### config.mk
export PLATFORM = sky130hd
export DESIGN_NAME = pic_uart_tx
export DESIGN_NICKNAME = d
export VERILOG_FILES = /design/src/rtl/pic_uart_tx_pkg.sv /design/src/rtl/uart_tx_byte.sv /design/src/rtl/pic_uart_tx.sv
export SDC_FILE = /design/constraint.sdc
export NUM_CORES = 1
export LEC_CHECK = 0
export BUFFER_PORTS_ARGS = -buffer_cell sky130_fd_sc_hd__buf_2
export CAP_MARGIN = 15
export CORE_MARGIN = 3
export CORE_UTILIZATION = 51
export DETAILED_ROUTE_END_ITERATION = 8
export GPL_TIMING_DRIVEN = 0
export PLACE_DENSITY_LB_ADDON = 0.05
export SYNTH_ARGS = -nofsm -noshare
export SYNTH_HDL_FRONTEND = slang
export SYNTH_SLANG_ARGS = --single-unit
### constraint.sdc
create_clock -name sys_clk -period 1.8 [get_ports sys_clk]
set_input_delay 0.09 -clock sys_clk [delete_from_list [all_inputs] [get_ports sys_clk]]
set_output_delay 0.09 -clock sys_clk [all_outputs]
set_load 0.02 [all_outputs]
### src/rtl/pic_uart_tx_pkg.sv
// Shared definitions for the picture readback UART transmitter:
// FSM encoding, default clocking/baud figures and picture RAM geometry.
package pic_uart_tx_pkg;

  localparam int unsigned CLK_FREQ_DEF = 50_000_000;
  localparam int unsigned UART_BPS_DEF = 9600;
  localparam int unsigned PIC_SIZE_DEF = 10000;
  localparam int unsigned ADDR_W       = 14;

  typedef enum logic [1:0] {
    IDLE  = 2'd0,
    READ  = 2'd1,
    LATCH = 2'd2,
    SEND  = 2'd3
  } state_t;

endpackage

### src/rtl/uart_tx_byte.sv
// Serialises one byte as start bit, 8 data bits LSB first, stop bit,
// each held BAUD_CNT_MAX clocks; tx is registered and idles high.
module uart_tx_byte #(
  parameter int unsigned BAUD_CNT_MAX = 5208
) (
  input  logic       clk,
  input  logic       rst_n,
  input  logic       load,
  input  logic [7:0] data,
  output logic       tx,
  output logic       byte_done
);

  localparam int unsigned CW = (BAUD_CNT_MAX > 1) ? $clog2(BAUD_CNT_MAX) : 1;
  localparam logic [CW-1:0] BAUD_LAST = CW'(BAUD_CNT_MAX - 1);

  logic          active;
  logic [CW-1:0] baud_cnt;
  logic [3:0]    bit_cnt;
  logic [7:0]    shift;
  logic          baud_wrap;

  assign baud_wrap = active && (baud_cnt == BAUD_LAST);
  assign byte_done = baud_wrap && (bit_cnt == 4'd9);

  always_ff @(posedge clk) begin
    if (!rst_n) begin
      active   <= 1'b0;
      baud_cnt <= '0;
      bit_cnt  <= '0;
      shift    <= '0;
      tx       <= 1'b1;
    end else if (load) begin
      // start bit goes out on the cycle right after the load
      active   <= 1'b1;
      baud_cnt <= '0;
      bit_cnt  <= '0;
      shift    <= data;
      tx       <= 1'b0;
    end else if (active) begin
      if (baud_wrap) begin
        baud_cnt <= '0;
        if (bit_cnt == 4'd9) begin
          bit_cnt <= '0;
          active  <= 1'b0;
          tx      <= 1'b1;
        end else begin
          bit_cnt <= bit_cnt + 4'd1;
          if (bit_cnt == 4'd8) begin
            tx <= 1'b1;
          end else begin
            tx    <= shift[0];
            shift <= {1'b0, shift[7:1]};
          end
        end
      end else begin
        baud_cnt <= baud_cnt + 1'b1;
      end
    end
  end

endmodule

### src/rtl/pic_uart_tx.sv
// Reads a picture out of RAM byte by byte on a start pulse and sends each
// byte over the UART; done pulses during the final stop-bit cycle.
module pic_uart_tx
  import pic_uart_tx_pkg::*;
#(
  parameter int unsigned CLK_FREQ = CLK_FREQ_DEF,
  parameter int unsigned UART_BPS = UART_BPS_DEF,
  parameter int unsigned PIC_SIZE = PIC_SIZE_DEF
) (
  input  logic              sys_clk,
  input  logic              sys_rst_n,
  input  logic              start,
  input  logic [7:0]        rd_data,
  output logic              rd_en,
  output logic [ADDR_W-1:0] rd_addr,
  output logic              tx,
  output logic              busy,
  output logic              done
);

  localparam int unsigned BAUD_CNT_MAX = CLK_FREQ / UART_BPS;
  localparam logic [ADDR_W-1:0] LAST_ADDR = ADDR_W'(PIC_SIZE - 1);

  state_t state, state_nxt;
  logic   load;
  logic   byte_done;
  logic   last_byte;

  assign last_byte = (rd_addr == LAST_ADDR);

  uart_tx_byte #(
    .BAUD_CNT_MAX(BAUD_CNT_MAX)
  ) u_tx_byte (
    .clk      (sys_clk),
    .rst_n    (sys_rst_n),
    .load     (load),
    .data     (rd_data),
    .tx       (tx),
    .byte_done(byte_done)
  );

  always_comb begin
    state_nxt = state;
    rd_en     = 1'b0;
    load      = 1'b0;
    done      = 1'b0;
    case (state)
      IDLE:  if (start) state_nxt = READ;
      READ: begin
        rd_en     = 1'b1;
        state_nxt = LATCH;
      end
      LATCH: begin
        load      = 1'b1;
        state_nxt = SEND;
      end
      SEND: begin
        if (byte_done) begin
          if (last_byte) begin
            done      = 1'b1;
            state_nxt = IDLE;
          end else begin
            state_nxt = READ;
          end
        end
      end
      default: state_nxt = IDLE;
    endcase
  end

  always_ff @(posedge sys_clk) begin
    if (!sys_rst_n) begin
      state   <= IDLE;
      rd_addr <= '0;
      busy    <= 1'b0;
    end else begin
      state <= state_nxt;
      if (state == IDLE && start) begin
        rd_addr <= '0;
        busy    <= 1'b1;
      end else if (state == SEND && byte_done) begin
        if (last_byte) busy    <= 1'b0;
        else           rd_addr <= rd_addr + 1'b1;
      end
    end
  end

endmodule

Yosys cells after proc, flatten, opt, wreduce, memory -nomap -nowiden:

Cells that the tools add are included.

* add/sub/neg operators: 3
* equal/unequal tests: 11
* multiplexer cells: 28
* bitwise logic cells: 2
* reductions and logical operators: 17

Operators by type and width (count)
* $mux 8: 5
* $mux 1: 18
* $add 14x1->14 const B: 1
* $eq 14x14->1 const B: 1
* $add 13x1->13 const B: 1
* $eq 13x13->1 const B: 1
* $mux 13: 1
* $reduce_and 2->1: 5
* $eq 4x4->1 const B: 2
* $ne 2x2->1 const B: 4
* $pmux 2 s4: 1
* $reduce_bool 2->1: 4
* $add 4x1->4 const B: 1
* $eq 2x2->1 const B: 2
* $logic_and 1x1->1: 4
* $mux 2: 2
* $mux 4: 1
* $reduce_and 4->1: 1
* $reduce_or 2->1: 2
* $eq 2x1->1 const B: 1
* $logic_not 2->1: 1
* $not 1->1: 2

* register bits: 44
* input port bits: 11
* output and inout bits: 18
* word-level logic and storage cells: 69

Depth between registers and ports, before layout:

Gate-level depths: netlist of the first run.

* depth in word-level cells: 6
* depth in mapped cells: 7
* depth with buffers taken out: 6

By module:

From an unflattened synthesis of the first run, not the netlist that was laid out.

* cells, all modules: 249
* area total of the unflattened synthesis: 2208.4 µm²

By module, submodules not included
* uart_tx_byte: times used 1, cells each 147, area each 1300.0 µm², seq. area each 540.5 µm²
* pic_uart_tx: times used 1, cells each 102, area each 908.4 µm², seq. area each 340.3 µm²

Worst setup path before layout of the first run:

Ideal clock, no wire load.

* path kind: register to output
* from: reg rd_addr[0]
* to: out done
* arrival time: 1904 ps
* data required time: 1710 ps
* path slack: -194 ps
* stages on the path, launching flop included: 5
* path buffers: 0
* cell sequence: dfxtp_1 -> ha_1 -> nand3_1 -> or4_4 -> nor3_1

* word-level cells in the longest chain between the ends: 4

Ends and longest elaborated chain
* start, declared: RTL line pic_uart_tx.sv:15 `output logic [ADDR_W-1:0] rd_addr,`
* start signal, assigned: RTL line pic_uart_tx.sv:83 `else rd_addr <= rd_addr + 1'b1;`
* $eq 14x14->1: RTL line pic_uart_tx.sv:29 `assign last_byte = (rd_addr == LAST_ADDR);`
* $mux 1: RTL line pic_uart_tx.sv:59 `if (last_byte) begin`
* $mux 1: RTL line pic_uart_tx.sv:58 `if (byte_done) begin`
* $mux 1: RTL line pic_uart_tx.sv:47 `case (state)`
* end, declared: RTL line pic_uart_tx.sv:18 `output logic done`

Every way passes these cells.

Worst setup path in the final report of the first run:

* from: reg rd_addr[5]
* to: out done

Same word-level chain as after synthesis.

==> flow_metrics.py, run 1 <==
metrics = {
    "synthesis": {
        "syn_inst": 246,
        "synth_edf_count": 0,
        "yosys_register_bits": 44,
        "synth-compound-area-share_pct": 10.7,
        "synth_simple_gate_area_share_pct": 28.3,
        "synthXorXnorAreaFrac_pct": 7.62,
        "synth_area_per_cell_um2": 8.88,
        "synth_nets": 264,
        "synth_fa_ha_area_share_pct": 4.01,
        "yosysSeqAreaShare_pct": 40.3,
        "ys_warn_count": 0,
        "ys_types": 43,
        "synthesis.area_um2": 2180,
        "ys.flop_type": "dfxtp_1",
        "async_flop_share_pct": 0,
        "synth.area.mux_share_pct": 5.04,
        "synth_top_family_by_area": "simple AND/OR/NAND/NOR gates",
    },
    "worst_setup_path": {
        "r2r-start": "rd_addr[5]",
        "startpoint_type": "flip-flop",
        "cp_max_fo": 3,
        "reg2regPathDepth": 6,
        "arrival_ps": 1940,
        "r2r-end": "busy",
        "required_ps": 1710,
        "rrSetupSlack_ps": -200,
        "critical_path_class": "reg -> out",
        "crit_path_end_kind": "primary output",
    },
    "final_layout": {
        "n_antenna_cell": 0,
        "drive_above_1_share_pct": 28.9,
        "synthToLayoutAreaGrowth_pct": 22.9,
        "fin_nets": 308,
        "fillers": 343,
        "final_cell_mix": "dfxtp_1 (38), nor2_1 (31), buf_2 (27)",
        "layout_commonest_cell": "dfxtp_1",
    },
    "grt": {
        "grt_use_total_pct": 17.7,
        "antenna_found_initial": 0,
        "grtUsageMet2_pct": 29.6,
        "overflow": 0,
        "grt_first_pass_wirelength_mm": 7.42,
        "grt_max_degree": 13,
        "grt_pass1_vias": 1738,
        "use_met3_pct": 3.79,
        "grt.met1_usage_pct": 23.0,
        "grt_busiest_layer": "met2",
    },
    "timing": {
        "timing.fmax_mhz": 492,
        "rsz0062_at_grt": "yes",
        "setup_viol": 12,
        "period_share_pct": 113,
        "fin_crit_ps": 2030,
        "setup_tns_ps": -1610,
        "slew_violations": 0,
        "worstMarginPinSlew_ps": 452,
        "hold_viol": 0,
        "skew_ps": 5.93,
        "finalWorstSetupSlack_ps": -234,
        "max_slew_margin_pct": 69.9,
        "whs_ps": 31.5,
    },
    "drt": {
        "antenna_left": 0,
        "drc": 0,
        "wl_per_cell_um": 12.9,
        "first_iter_violations": 73,
        "vias": 1815,
        "routed_wl_mm": 4.40,
        "firstDrtPassIters": 4,
        "via_per_inst": 5.32,
    },
    "clock_tree": {
        "cts.clk_slew.worst_paths_ps": 80,
        "clkSinkCount": 44,
        "worstSkewPairLatency_ps": 290,
        "clock_path_buffers": 2,
        "numCtsBuffers": 5,
        "cts_hold_buffers": 0,
        "ctsHtreeMaxLevel": 2,
        "cts_tree": "built",
        "cts_root_buf": "clkbuf_8",
    },
    "min_path": {
        "hold_class": "in -> reg",
        "holdPathEnd": "u_tx_byte.shift[7]",
        "whs_path_depth": 3,
        "min_from": "rd_data[7]",
    },
    "placed_design": {
        "gp_congestion": 0.786,
        "port_buffers": 27,
        "dp_hpwl_mm": 3.04,
    },
    "floorplanning": {
        "fp.dieH_um": 71.4,
        "die_w_um": 71.4,
        "io_pins": 29,
        "rows": 23,
        "core_um2": 4060,
        "fp.dieArea_um2": 5100,
        "initial_core_util_pct": 53.8,
    },
    "status": {
        "status": "complete, but fails checks",
        "violations": "negative setup slack",
    },
    "power_and_ir_drop": {
        "power.leakage_nw": 1.13,
        "vdd_drop_max_v": 0.000717,
        "powerDensity_nw_per_um2": 945,
    },
    "flow_run": {
        "maxCapViolations": 0,
    },
}
where the power goes:
group | leakage [nW] | switching [mW] | internal, mW
clock | 0.0455 | 0.305 | 0.313
sequential | 0.359 | 0.0741 | 1.09
combinational | 0.727 | 0.416 | 0.332
total | 1.13 | 0.795 | 1.74
area by class of cell:
| cell class | count | area, µm² | share of cell area, % |
|---|---|---|---|
| buffer | 8 | 61.3 | 2.28 |
| clock buffer | 8 | 90.1 | 3.36 |
| inverter | 6 | 22.5 | 0.839 |
| multi-input combinational | 185 | 1310 | 48.7 |
| sequential | 44 | 891 | 33.2 |
| tap | 50 | 62.6 | 2.33 |
| timing repair buffer | 40 | 250 | 9.32 |
worst max path at each step:
stage / start / end / slack (ps) / cells after the start
floorplan: rd_addr[4] / rd_addr[1] / -120 / 6
global placement: u_tx_byte.baud_cnt[0] / u_tx_byte.shift[5] / -280 / 7
detailed placement: u_tx_byte.baud_cnt[0] / u_tx_byte.shift[5] / -310 / 7
CTS: rd_addr[5] / done / -230 / 4
global route: rd_addr[5] / done / -300 / 4
finish: rd_addr[5] / done / -230 / 4
stage by stage:
stage / worst slack, ps / std cells / utilization, % / cell area [µm²] / power, mW
CTS: -232 / 340 / 65.2 / 2650 / 2.55
finish: -234 / 341 / 66.1 / 2680 / 2.53
global route: -296 / 341 / 66.1 / 2680 / 2.70
global placement: -279 / 323 / 59.0 / 2390 / 1.86
floorplan: -121 / 246 / - / 2200 / 1.71
detailed placement: -308 / 323 / 59.0 / 2390 / 1.86
per-layer routing:
metal	vias up	routed length (µm)	part of all wire, %
li1	953	-	-
met1	832	2170	49
met2	26	2080	47
met3	4	132	3.0
met4	0	22	0.50
met5	-	0	0
critical path, stage by stage, from the launching register on:
cell     delay, ps
dfxtp_4        350
or4_4          500
or4_4          480
nor3_4         190
buf_6          140
logic make-up (layout without fill, tap and decap cells):
family	count (synthesis)	after routing
AOI/OAI and AO/OA	34	34
xor gates and xnor gates	19	19
adders and majority gates	7	7
buffers and inverters	17	62
DFF	44	44
muxes	11	11
and+or+nand+nor	114	114
registers in the layout (all words and copies together), names as in the netlist:
name / flops
busy: 1
rd_addr: 14
state: 2
u_tx_byte.active: 1
u_tx_byte.baud_cnt: 13
u_tx_byte.bit_cnt: 4
u_tx_byte.shift: 8
u_tx_byte.tx: 1
synthesized netlist by cell type, types with 2 or more instances:
cell | instances | area, µm²
or4_1 | 2 | 15.0
nor2b_1 | 5 | 31.3
nor3_1 | 6 | 30.0
and4bb_1 | 2 | 25.0
a21oi_1 | 8 | 40.0
or3_2 | 3 | 22.5
or3_1 | 3 | 18.8
nand2b_1 | 3 | 18.8
o211a_1 | 7 | 70.1
a21oi_2 | 2 | 17.5
and3_1 | 5 | 31.3
xnor2_1 | 8 | 70.1
o31ai_1 | 2 | 15.0
ha_1 | 7 | 87.6
xor2_1 | 11 | 96.3
nand2_1 | 26 | 97.6
clkbuf_1 | 7 | 26.3
o21ai_1 | 9 | 45.0
buf_2 | 2 | 10.0
nand3_1 | 10 | 50.1
nand4_1 | 7 | 43.8
dfxtp_1 | 44 | 881
and4_1 | 2 | 17.5
inv_1 | 6 | 22.5
nor2_1 | 31 | 116
mux2i_1 | 11 | 110
repair_timing:
item,in CTS,in global routing
gates cloned,0,0
buffers inserted,11,2
endpoints found under the setup margin,31,31
pin swaps,11,6
resized for setup,23,11
(Power assumes the default switching activity.)
==> run 2, diff against run 1 <==
--- a/config.mk
+++ b/config.mk
@@ -7,11 +7,14 @@
 export LEC_CHECK = 0
 export BUFFER_PORTS_ARGS = -buffer_cell sky130_fd_sc_hd__buf_2
 export CAP_MARGIN = 15
+export CORE_ASPECT_RATIO = 0.8
 export CORE_MARGIN = 3
 export CORE_UTILIZATION = 51
+export CTS_CLUSTER_SIZE = 40
 export DETAILED_ROUTE_END_ITERATION = 8
 export GPL_TIMING_DRIVEN = 0
 export PLACE_DENSITY_LB_ADDON = 0.05
+export REMOVE_ABC_BUFFERS = 1
 export SYNTH_ARGS = -nofsm -noshare
 export SYNTH_HDL_FRONTEND = slang
 export SYNTH_SLANG_ARGS = --single-unit
==> flow_metrics.py, run 2 (synthesis results as in run 1) <==
metrics = {
    "status": {
        "status": "complete, but fails checks",
        "violations": "negative setup slack",
    },
    "drt": {
        "antenna_left": 0,
        "firstDrtPassIters": 6,
        "drc": 0,
        "routed_wl_mm": 4.63,
        "first_iter_violations": 108,
        "wl_per_cell_um": 13.5,
        "vias": 1866,
        "via_per_inst": 5.46,
    },
    "final_layout": {
        "layout_commonest_cell": "dfxtp_1",
        "finalNonFillerCells": 342,
        "n_antenna_cell": 0,
        "largest_reg_flops": 14,
        "top_regs": "rd_addr: 14 flops, u_tx_byte.baud_cnt: 13 flops, u_tx_byte.shift: 8 flops",
        "regMostFlops": "rd_addr",
        "drive_above_1_share_pct": 31.0,
        "final_cell_mix": "dfxtp_1 (37), nor2_1 (31), buf_2 (27)",
        "synthToLayoutAreaGrowth_pct": 25.7,
        "fin_nets": 305,
    },
    "power_and_ir_drop": {
        "power_frac_clock_pct": 25.4,
        "power.leakage_nw": 1.13,
        "swShare_pct": 31.3,
        "vdd_drop_max_v": 0.000701,
        "p_int_mw": 1.79,
        "pwr-share-seq_pct": 46.1,
        "switchingPower_mw": 0.815,
        "powerDensity_nw_per_um2": 948,
        "combPwrFrac_pct": 28.4,
    },
    "clock_tree": {
        "ctsHtreeMaxLevel": 2,
        "clkSinkCount": 44,
        "cts_tree": "built",
        "worstSkewPairLatency_ps": 290,
        "cts_hold_buffers": 0,
        "clock_path_buffers": 2,
        "numCtsBuffers": 5,
        "cts_root_buf": "clkbuf_8",
        "cts.clk_slew.worst_paths_ps": 80,
    },
    "timing": {
        "period_share_pct": 117,
        "max_slew_margin_pct": 75.0,
        "rsz0062_at_grt": "yes",
        "fin_crit_ps": 2100,
        "skew_ps": 8.30,
        "worstMarginPinSlew_ps": 374,
        "timing.fmax_mhz": 475,
        "finalWorstSetupSlack_ps": -304,
        "setup_viol": 12,
        "slew_violations": 0,
        "setup_tns_ps": -1820,
        "hold_viol": 0,
    },
    "grt": {
        "grt_use_total_pct": 19.6,
        "grt_pass1_vias": 1804,
        "grtUsageMet2_pct": 30.9,
        "grt_busiest_layer": "met2",
        "grt_max_degree": 19,
        "antenna_found_initial": 0,
        "use_met3_pct": 4.31,
        "grt.met1_usage_pct": 26.9,
        "overflow": 0,
        "grt_first_pass_wirelength_mm": 8.08,
    },
    "placed_design": {
        "gp_congestion": 0.777,
        "dp_hpwl_mm": 2.92,
        "port_buffers": 28,
        "dp_cells": 318,
    },
    "flow_run": {
        "maxCapViolations": 0,
    },
    "worst_setup_path": {
        "critical_path_class": "reg -> out",
        "crit_path_end": "done",
        "required_ps": 1710,
        "cp_max_fo": 3,
        "reg2regPathDepth": 7,
        "rrSetupSlack_ps": -220,
        "arrival_ps": 2010,
        "r2r-start": "rd_addr[5]",
        "critPathLaunch": "rd_addr[5]",
        "crit_path_end_kind": "primary output",
        "startpoint_type": "flip-flop",
        "r2r-end": "rd_addr[3]",
    },
    "floorplanning": {
        "fp.dieH_um": 64.5,
        "fp.dieArea_um2": 5110,
        "die_w_um": 79.2,
        "rows": 20,
        "io_pins": 29,
        "initial_core_util_pct": 55.2,
        "core_um2": 3950,
    },
    "min_path": {
        "hold_class": "in -> reg",
    },
}
[run 2: cell types whose count changed in the layout (fill, tap and decap cells not counted), sizes merged]
| cell | previous run | this run |
|---|---|---|
| clkbuf | 12 | 7 |
| nand4 | 8 | 9 |
[run 2: worst min path at each step]
stage	depth (start not counted)	from	slack, ps	end
6_report	3	rd_data[7]	40	u_tx_byte.shift[7]
5_1_grt	3	rd_data[7]	90	u_tx_byte.shift[7]
4_1_cts	3	rd_data[7]	30	u_tx_byte.shift[7]
3_5_place_dp	3	rd_data[7]	340	u_tx_byte.shift[7]
3_3_place_gp	3	rd_data[7]	340	u_tx_byte.shift[7]
2_1_floorplan	1	sys_rst_n	160	u_tx_byte.tx
[run 2: critical path: stages (launching register included)]
cell and delay, ps:
dfxtp_4 350, or4_1 490, or4_4 480, nor3_2 220, buf_4 170
[run 2: area by class of cell]
type / instances / area, µm²
multi-input cells: 186 / 1360
fillers: 343 / 1210
flip-flops and latches: 44 / 892
repair buffers: 44 / 307
clock buffers: 7 / 96.3
well taps: 55 / 68.8
inverters: 6 / 22.5
[run 2: through the flow]
stage	hold slack [ps]	utilization, %	setup WS, ps	power [mW]	cell area (µm²)
finish	42.5	69.4	-304	2.60	2750
global route	89.4	69.4	-332	2.78	2750
CTS	34.6	66.8	-255	2.57	2640
detailed placement	343	58.9	-565	1.83	2330
global placement	337	58.9	-529	1.82	2330
floorplan	161	-	-252	1.69	2120
[run 2: per-layer routing]
layer  up-vias  share of wire, %
met4         0               1.4
li1        945                 -
met5         -                 0
met2        44                45
met1       869                49
met3         8               5.1
[run 2: power by group through the flow]
stage	Combinational (mW)	Clock [mW]	Sequential, mW
after floorplan	0.483	0	1.20
after global placement	0.618	0	1.20
after detailed placement	0.619	0	1.21
after CTS	0.706	0.674	1.19
after global routing	0.843	0.718	1.22
final	0.740	0.661	1.20
[run 2: what timing repair did]
item / CTS / global route
buffers inserted: 13 / 3
gates resized for setup: 25 / 17
gates cloned: 1 / 0
endpoints found under the setup margin: 37 / 34
pin swaps: 13 / 3
